$ cat config.mk
export PLATFORM = sky130hd
export DESIGN_NAME = mips_mc_ctrl
export DESIGN_NICKNAME = d
export VERILOG_FILES = /design/src/rtl/mips_mc_pkg.sv /design/src/rtl/mips_mc_ctrl_alu_dec.sv /design/src/rtl/mips_mc_ctrl.sv
export SDC_FILE = /design/constraint.sdc
export NUM_CORES = 1
export LEC_CHECK = 0
export CAP_MARGIN = 20
export CORE_UTILIZATION = 37
export CTS_BUF_LIST = sky130_fd_sc_hd__clkbuf_4 sky130_fd_sc_hd__clkbuf_8
export DETAILED_ROUTE_END_ITERATION = 8
export GPL_ROUTABILITY_DRIVEN = 0
export MAX_ROUTING_LAYER = met4
export PLACE_DENSITY_LB_ADDON = 0.3
export SLEW_MARGIN = 10
export SYNTH_ARGS = -nofsm -noshare
export SYNTH_HDL_FRONTEND = slang
export SYNTH_SLANG_ARGS = --single-unit
$ cat constraint.sdc
create_clock -name clk -period 1.5 [get_ports clk]
set_input_delay 0.15 -clock clk [delete_from_list [all_inputs] [get_ports clk]]
set_output_delay 0.15 -clock clk [all_outputs]
set_load 0.05 [all_outputs]
$ cat src/rtl/mips_mc_pkg.sv
// mips_mc_pkg: shared definitions for the multicycle MIPS control unit.
//   - state_e   : control FSM state encoding (also exported as current_state)
//   - OP_* / FN_*: opcode and R-type funct field values
//   - ALU_*     : 4-bit ALU_Ctl operation codes
//   - aluop_e   : internal ALU operation class passed to the ALU decoder
//   - imm_aluop / imm_sext: per-opcode decode for the immediate ALU group
package mips_mc_pkg;

    typedef enum logic [3:0] {
        S_FETCH  = 4'd0,
        S_DECODE = 4'd1,
        S_MEMADR = 4'd2,
        S_MEMRD  = 4'd3,
        S_MEMWB  = 4'd4,
        S_MEMWR  = 4'd5,
        S_REX    = 4'd6,
        S_RWB    = 4'd7,
        S_BR     = 4'd8,
        S_IMMEX  = 4'd9,
        S_IMMWB  = 4'd10,
        S_JMP    = 4'd11,
        S_TRAP   = 4'd12
    } state_e;

    localparam logic [5:0] OP_RTYPE = 6'h00;
    localparam logic [5:0] OP_J     = 6'h02;
    localparam logic [5:0] OP_BEQ   = 6'h04;
    localparam logic [5:0] OP_BNE   = 6'h05;
    localparam logic [5:0] OP_ADDI  = 6'h08;
    localparam logic [5:0] OP_SLTI  = 6'h0A;
    localparam logic [5:0] OP_ANDI  = 6'h0C;
    localparam logic [5:0] OP_ORI   = 6'h0D;
    localparam logic [5:0] OP_LW    = 6'h23;
    localparam logic [5:0] OP_SW    = 6'h2B;

    localparam logic [5:0] FN_ADD = 6'h20;
    localparam logic [5:0] FN_SUB = 6'h22;
    localparam logic [5:0] FN_AND = 6'h24;
    localparam logic [5:0] FN_OR  = 6'h25;
    localparam logic [5:0] FN_NOR = 6'h27;
    localparam logic [5:0] FN_SLT = 6'h2A;

    localparam logic [3:0] ALU_AND = 4'b0000;
    localparam logic [3:0] ALU_OR  = 4'b0001;
    localparam logic [3:0] ALU_ADD = 4'b0010;
    localparam logic [3:0] ALU_SUB = 4'b0110;
    localparam logic [3:0] ALU_SLT = 4'b0111;
    localparam logic [3:0] ALU_NOR = 4'b1100;

    typedef enum logic [2:0] {
        AOP_ADD   = 3'd0,
        AOP_SUB   = 3'd1,
        AOP_FUNCT = 3'd2,
        AOP_AND   = 3'd3,
        AOP_OR    = 3'd4,
        AOP_SLT   = 3'd5
    } aluop_e;

    // ALU operation for the immediate group; anything else falls back to add.
    function automatic aluop_e imm_aluop(input logic [5:0] op);
        case (op)
            OP_SLTI: return AOP_SLT;
            OP_ANDI: return AOP_AND;
            OP_ORI:  return AOP_OR;
            default: return AOP_ADD;
        endcase
    endfunction

    // Arithmetic immediates are sign-extended, logical ones zero-extended.
    function automatic logic imm_sext(input logic [5:0] op);
        return (op == OP_ADDI) || (op == OP_SLTI);
    endfunction

endpackage

$ cat src/rtl/mips_mc_ctrl_alu_dec.sv
// mips_alu_dec: combinational ALU decoder.
//   alu_op  in  3          internal ALU operation class (aluop_e)
//   funct   in  6          instruction[5:0], used when alu_op is AOP_FUNCT
//   alu_ctl out ALU_CTL_W  ALU operation code, zero-extended above bit 3
module mips_alu_dec
    import mips_mc_pkg::*;
#(
    parameter int ALU_CTL_W = 4
) (
    input  logic [2:0]           alu_op,
    input  logic [5:0]           funct,
    output logic [ALU_CTL_W-1:0] alu_ctl
);

    logic [3:0] ctl;

    always_comb begin
        ctl = ALU_ADD;
        case (aluop_e'(alu_op))
            AOP_ADD: ctl = ALU_ADD;
            AOP_SUB: ctl = ALU_SUB;
            AOP_AND: ctl = ALU_AND;
            AOP_OR:  ctl = ALU_OR;
            AOP_SLT: ctl = ALU_SLT;
            AOP_FUNCT: begin
                case (funct)
                    FN_ADD:  ctl = ALU_ADD;
                    FN_SUB:  ctl = ALU_SUB;
                    FN_AND:  ctl = ALU_AND;
                    FN_OR:   ctl = ALU_OR;
                    FN_NOR:  ctl = ALU_NOR;
                    FN_SLT:  ctl = ALU_SLT;
                    default: ctl = ALU_ADD;
                endcase
            end
            default: ctl = ALU_ADD;
        endcase
    end

    assign alu_ctl = ALU_CTL_W'(ctl);

endmodule

$ cat src/rtl/mips_mc_ctrl.sv
// mips_mc_ctrl: multicycle MIPS control unit (Moore FSM + ALU decoder).
// Sequences fetch/decode/execute/memory/writeback for lw, sw, R-type,
// beq/bne, addi/andi/ori/slti and j; unknown opcodes go through TRAP.
// Ports:
//   clk, rst (synchronous, active-low)
//   Opcode, Funct       instruction fields from the IR
//   mem_ready           memory handshake (only honoured with MEM_WAIT_EN)
//   MemtoReg, RegDst, ALUSrcA, ALUSrcB, PCSrc   datapath mux selects
//   IRWrite, MemWrite, PCWrite, BEQ, BNE, RegWrite, ExtOp   enables
//   ALU_Ctl             ALU operation
//   instr_done          pulse in the last state of each instruction
//   illegal_op          pulse in TRAP
//   current_state       state encoding for debug
// Build option: define MEM_WAIT_EN to stall FETCH, MEMRD and MEMWR until
// mem_ready is high; otherwise those states take one cycle each.
module mips_mc_ctrl
    import mips_mc_pkg::*;
#(
    parameter int STATE_W   = 4,
    parameter int ALU_CTL_W = 4
) (
    input  logic                 clk,
    input  logic                 rst,
    input  logic [5:0]           Opcode,
    input  logic [5:0]           Funct,
    input  logic                 mem_ready,
    output logic                 MemtoReg,
    output logic                 RegDst,
    output logic                 ALUSrcA,
    output logic [1:0]           ALUSrcB,
    output logic [1:0]           PCSrc,
    output logic                 IRWrite,
    output logic                 MemWrite,
    output logic                 PCWrite,
    output logic                 BEQ,
    output logic                 BNE,
    output logic                 RegWrite,
    output logic                 ExtOp,
    output logic [ALU_CTL_W-1:0] ALU_Ctl,
    output logic                 instr_done,
    output logic                 illegal_op,
    output logic [STATE_W-1:0]   current_state
);

    state_e     state_q, state_d;
    aluop_e     alu_op;
    logic       mem_ok;

`ifdef MEM_WAIT_EN
    assign mem_ok = mem_ready;
`else
    logic unused_mem_ready;
    assign unused_mem_ready = mem_ready;
    assign mem_ok = 1'b1;
`endif

    always_ff @(posedge clk) begin
        if (!rst) state_q <= S_FETCH;
        else      state_q <= state_d;
    end

    always_comb begin
        state_d    = state_q;
        MemtoReg   = 1'b0;
        RegDst     = 1'b0;
        ALUSrcA    = 1'b0;
        ALUSrcB    = 2'b00;
        PCSrc      = 2'b00;
        IRWrite    = 1'b0;
        MemWrite   = 1'b0;
        PCWrite    = 1'b0;
        BEQ        = 1'b0;
        BNE        = 1'b0;
        RegWrite   = 1'b0;
        ExtOp      = 1'b0;
        instr_done = 1'b0;
        illegal_op = 1'b0;
        alu_op     = AOP_ADD;

        case (state_q)
            S_FETCH: begin
                // PC+4 and IR load only commit once the fetch has returned.
                IRWrite = mem_ok;
                PCWrite = mem_ok;
                ALUSrcB = 2'b01;
                state_d = mem_ok ? S_DECODE : S_FETCH;
            end
            S_DECODE: begin
                ALUSrcB = 2'b11;
                case (Opcode)
                    OP_LW, OP_SW:                       state_d = S_MEMADR;
                    OP_RTYPE:                           state_d = S_REX;
                    OP_BEQ, OP_BNE:                     state_d = S_BR;
                    OP_ADDI, OP_ANDI, OP_ORI, OP_SLTI:  state_d = S_IMMEX;
                    OP_J:                               state_d = S_JMP;
                    default:                            state_d = S_TRAP;
                endcase
            end
            S_MEMADR: begin
                ALUSrcA = 1'b1;
                ALUSrcB = 2'b10;
                ExtOp   = 1'b1;
                state_d = (Opcode == OP_SW) ? S_MEMWR : S_MEMRD;
            end
            S_MEMRD: begin
                state_d = mem_ok ? S_MEMWB : S_MEMRD;
            end
            S_MEMWB: begin
                RegWrite   = 1'b1;
                MemtoReg   = 1'b1;
                instr_done = 1'b1;
                state_d    = S_FETCH;
            end
            S_MEMWR: begin
                // Write strobe stays up across wait cycles; done only on completion.
                MemWrite   = 1'b1;
                instr_done = mem_ok;
                state_d    = mem_ok ? S_FETCH : S_MEMWR;
            end
            S_REX: begin
                ALUSrcA = 1'b1;
                alu_op  = AOP_FUNCT;
                state_d = S_RWB;
            end
            S_RWB: begin
                RegWrite   = 1'b1;
                RegDst     = 1'b1;
                instr_done = 1'b1;
                state_d    = S_FETCH;
            end
            S_BR: begin
                ALUSrcA    = 1'b1;
                alu_op     = AOP_SUB;
                PCSrc      = 2'b01;
                BEQ        = (Opcode == OP_BEQ);
                BNE        = (Opcode == OP_BNE);
                instr_done = 1'b1;
                state_d    = S_FETCH;
            end
            S_IMMEX: begin
                ALUSrcA = 1'b1;
                ALUSrcB = 2'b10;
                alu_op  = imm_aluop(Opcode);
                ExtOp   = imm_sext(Opcode);
                state_d = S_IMMWB;
            end
            S_IMMWB: begin
                // ALU result is still being written back, so keep its controls.
                alu_op     = imm_aluop(Opcode);
                ExtOp      = imm_sext(Opcode);
                RegWrite   = 1'b1;
                instr_done = 1'b1;
                state_d    = S_FETCH;
            end
            S_JMP: begin
                PCWrite    = 1'b1;
                PCSrc      = 2'b10;
                instr_done = 1'b1;
                state_d    = S_FETCH;
            end
            S_TRAP: begin
                illegal_op = 1'b1;
                state_d    = S_FETCH;
            end
            default: state_d = S_FETCH;
        endcase

        // While reset is held the outputs look like FETCH regardless of the
        // registered state or a pending memory wait.
        if (!rst) begin
            MemtoReg   = 1'b0;
            RegDst     = 1'b0;
            ALUSrcA    = 1'b0;
            ALUSrcB    = 2'b01;
            PCSrc      = 2'b00;
            IRWrite    = 1'b1;
            MemWrite   = 1'b0;
            PCWrite    = 1'b1;
            BEQ        = 1'b0;
            BNE        = 1'b0;
            RegWrite   = 1'b0;
            ExtOp      = 1'b0;
            instr_done = 1'b0;
            illegal_op = 1'b0;
            alu_op     = AOP_ADD;
        end
    end

    mips_alu_dec #(.ALU_CTL_W(ALU_CTL_W)) u_alu_dec (
        .alu_op  (alu_op),
        .funct   (Funct),
        .alu_ctl (ALU_Ctl)
    );

    assign current_state = STATE_W'(state_q);

endmodule

==> impl_metrics.yaml, run 1 <==
outcome:
  status: "stopped before the end"
  stop_error: "[ERROR DPL-0038] Utilization greater than 100%, impossible to legalize"
  failing_step: "clock tree synthesis (4_1_cts)"
cts:
  cts.repair.resized: 64
  cts.sinks: 4
  postCtsSetupBuffers: 14
  cts-buffers-inserted: 3
  cts_max_level: 1
  clockRootBuffer: "clkbuf_4"
  cts_buffer_depth: 2
  ctsHoldBuffers: 0
synth:
  yosys_warnings: 0
  synth.distinct_cells: 45
  syn-instance-count: 114
  syn-num-nets: 129
  ys.flop_type: "dfxtp_1"
  syn_area_um2: 781
  synth_edf_count: 0
  avgSynthCellArea_um2: 6.85
  ys_async_sr_fraction: 0
  ys_ff_latch: 4
  ys_seq_area_frac: 0.103
floorplan:
  fp.dieH_um: 47.9
  pin_count: 39
  row_count: 16
  die_w_um: 47.9
  floorplan.initialDensity: 0.394
placed_design:
  placedCellCount: 207
  place_area_mm2: 0.00181
  io_buffers: 37
  hpwl_um: 2680
-- synthesized netlist by cell type (3+ instances only) --
master,count,area [um^2]
nand3b_1,4,30.0
clkbuf_1,5,18.8
nor2_1,16,60.1
a21oi_1,6,30.0
nand2b_1,3,18.8
o21a_1,4,30.0
dfxtp_1,4,80.1
nand3_1,4,20.0
a31oi_1,3,18.8
inv_1,5,18.8
buf_2,5,25.0
nand2_1,4,15.0
nor2b_1,5,31.3
o21ai_0,6,30.0
-- stage by stage --
stage	util	worst slack (ns)	hold WS, ns
floorplan	-	-0.517	0.323
detailed placement	0.911	-0.571	0.726
global placement	0.911	-0.492	0.715
-- kinds of logic after synthesis --
logic type,after synthesis,synth area share
compound gates,34,0.327
xor+xnor,2,0.0224
buf+inv,16,0.0946
flops,4,0.103
mux,2,0.0272
simple gates,56,0.426
==> inputs of run 2 (changes only) <==
- CORE_AREA: not set -> 2 2 63 65
- CORE_UTILIZATION: 37 -> not set
- CTS_BUF_LIST: sky130_fd_sc_hd__clkbuf_4 sky130_fd_sc_hd__clkbuf_8 -> not set
- DIE_AREA: not set -> 0 0 65 67
- MAX_ROUTING_LAYER: met4 -> not set
- PLACE_DENSITY_LB_ADDON: 0.3 -> 0.15
- clock period: 1.5 -> 1.95 ns (I/O delays scaled with it)
==> impl_metrics.yaml, run 2 <==
outcome:
  status: "complete, no violations"
power:
  finalPower_mw: 1.48
  power.density_mw_per_mm2: 880
  power_leakage_nw: 0.649
  ir_worst_vdd_uv: 292
setup_path:
  worstPathRequired_ns: 1.75
  regToRegSetupSlack_ns: 0.32
  worstSetupPathType: "reg -> out"
  crit_fanout: 6
  start_kind: "register"
  cp-end-kind: "output port"
  crit_arrival_ns: 1.68
placed_design:
  place_area_mm2: 0.00159
  place_ws_ns: -0.172
  hpwl_um: 2260
  io_buffers: 37
global_routing:
  top_usage_layer: "met2"
  use_met2: 0.245
  overflow: 0
  grt_max_degree: 16
  grtUsageTotal: 0.138
  grt_pass1_wl_um: 4800
  grt_pass1_vias: 1038
  met1_usage: 0.175
  met3_usage: 0.0169
  antenna_found_initial: 0
floorplan:
  pin_count: 39
  row_count: 22
  die_area_mm2: 0.00436
  fp.dieH_um: 67
  floorplan.initialDensity: 0.217
  die_w_um: 65
  coreArea_mm2: 0.00361
layout:
  antenna_cells: 0
  final_cell_mix: "buf_4 (25), buf_12 (19), nor2_1 (10), clkdlybuf4s50_1 (9), a21oi_1 (6)"
  fillers: 348
  fin_nets: 187
  area_growth_pct: 115
  multi_input_area_um2: 704
  final_common_cell: "buf_4"
  largest_register_ffs: 4
  fin_area_mm2: 0.00168
  seq_area_um2: 95.1
  final_layout_size_suffix_gt1_frac: 0.474
sta:
  worst_slew_pin_slew_ns: 0.492
  holdWs_ns: 0.442
  skew_ns: 0.00993
  min_period_over_period: 0.959
  slew_violations: 0
  post-route-min-period_ns: 1.87
  setup_ws_ns: 0.0799
  setup_viol: 0
  hold_viol: 0
  relSlewSlack: 0.671
  fmax_ghz: 0.535
  rsz0062_at_grt: "false"
cts:
  cts_max_level: 1
  clockRootBuffer: "clkbuf_8"
  cts_tree: "built"
  ctsHoldBuffers: 0
  cts.sinks: 4
  clk_pin_slew_ns: 0.04
  insertion_delay_ns: 0.22
  cts_buffer_depth: 2
  cts-buffers-inserted: 3
synth:
  synthTopCellsByCount: "nor2_1 (16), a21oi_1 (6), o21ai_0 (6)"
  yosys_warnings: 0
  avgSynthCellArea_um2: 6.85
  ys.flop_type: "dfxtp_1"
  ys_seq_area_frac: 0.103
  syn-num-nets: 129
  yosysMostFrequentCell: "nor2_1"
  syn_area_um2: 781
  syn-instance-count: 114
  synth.distinct_cells: 45
  synth_edf_count: 0
  yosys.area.top_type: "dfxtp_1"
  ys_async_sr_fraction: 0
  ys_ff_latch: 4
  synth_area_leaders: "dfxtp_1 (10%), nor2_1 (7.7%), nor2b_1 (4.0%)"
  yosysTopAreaCellShare: 0.103
detailed_routing:
  wl_um: 2830
  via_per_inst: 4.94
  drt-pass1-iter-count: 4
  dr.first_iter.drc_count: 47
  vias: 1081
  drt-wirelength-per-cell_um: 12.9
  drtAntennaViolNets: 0
  drc_errors: 0
flow_run:
  cap_violations: 0
worst_hold_path:
  hold_path.class: "in -> reg"
-- run 2: cell counts after synthesis --
Identical to the previous run, type by type.
-- run 2: timing repair --
item | 4_1_cts | 5_1_grt
pin swaps | 3 | 5
resized for setup | 12 | 11
setup endpoints to repair | 2 | 5
buffers inserted | 2 | 2
-- run 2: through the flow --
stage / setup TNS (ns) / util / cells
after global routing: 0 / 0.466 / 219
after global placement: -0.252 / 0.440 / 211
after floorplan: -0.174 / - / 114
after CTS: 0 / 0.462 / 217
final: 0 / 0.466 / 219
after detailed placement: -0.281 / 0.440 / 211
-- run 2: per-layer routing --
| metal | share of wire | wire [um] |
|---|---|---|
| met5 | 0 | 0 |
| met4 | 0.0095 | 27 |
| met3 | 0.048 | 136 |
| met2 | 0.50 | 1420 |
| met1 | 0.44 | 1250 |
-- run 2: kinds of logic (layout without fill, tap and decap cells) --
family / after synthesis / in the layout / synth area share
compound gates: 34 / 34 / 0.327
xor+xnor: 2 / 2 / 0.0224
buf+inv: 16 / 73 / 0.0946
flops: 4 / 4 / 0.103
mux: 2 / 2 / 0.0272
simple gates: 56 / 56 / 0.426
-- run 2: worst paths after layout --
kind	from	endpoint	depth (start not counted)
setup reg to reg	current_state[1]$_SDFF_PN0_	current_state[0]$_SDFF_PN0_	5
hold / removal	Opcode[4]	current_state[3]$_SDFF_PN0_	4
hold reg to reg	current_state[3]$_SDFF_PN0_	current_state[3]$_SDFF_PN0_	2
setup / recovery	current_state[0]$_SDFF_PN0_	BEQ	5
-- run 2: report_power, final --
group / switching (mW) / internal, mW
Clock: 0.0473 / 0.140
Combinational: 0.629 / 0.486
Sequential: 0.0561 / 0.121
Total: 0.732 / 0.747
-- run 2: final cells by class --
class,count,area share
repair buffers,64,0.450
multi-input cells,94,0.419
flip-flops and latches,4,0.0566
well taps,48,0.0357
clock buffers,4,0.0268
inverters,5,0.0112
-- run 2: worst max-delay path, cell delays in order, from the launching register on --
cell and delay, ns:
dfxtp_4 0.37, or2_2 0.39, nor2_4 0.16, nand4_1 0.19
nor2_2 0.19, buf_12 0.15
Note: power is estimated with default switching activity, not from simulation.
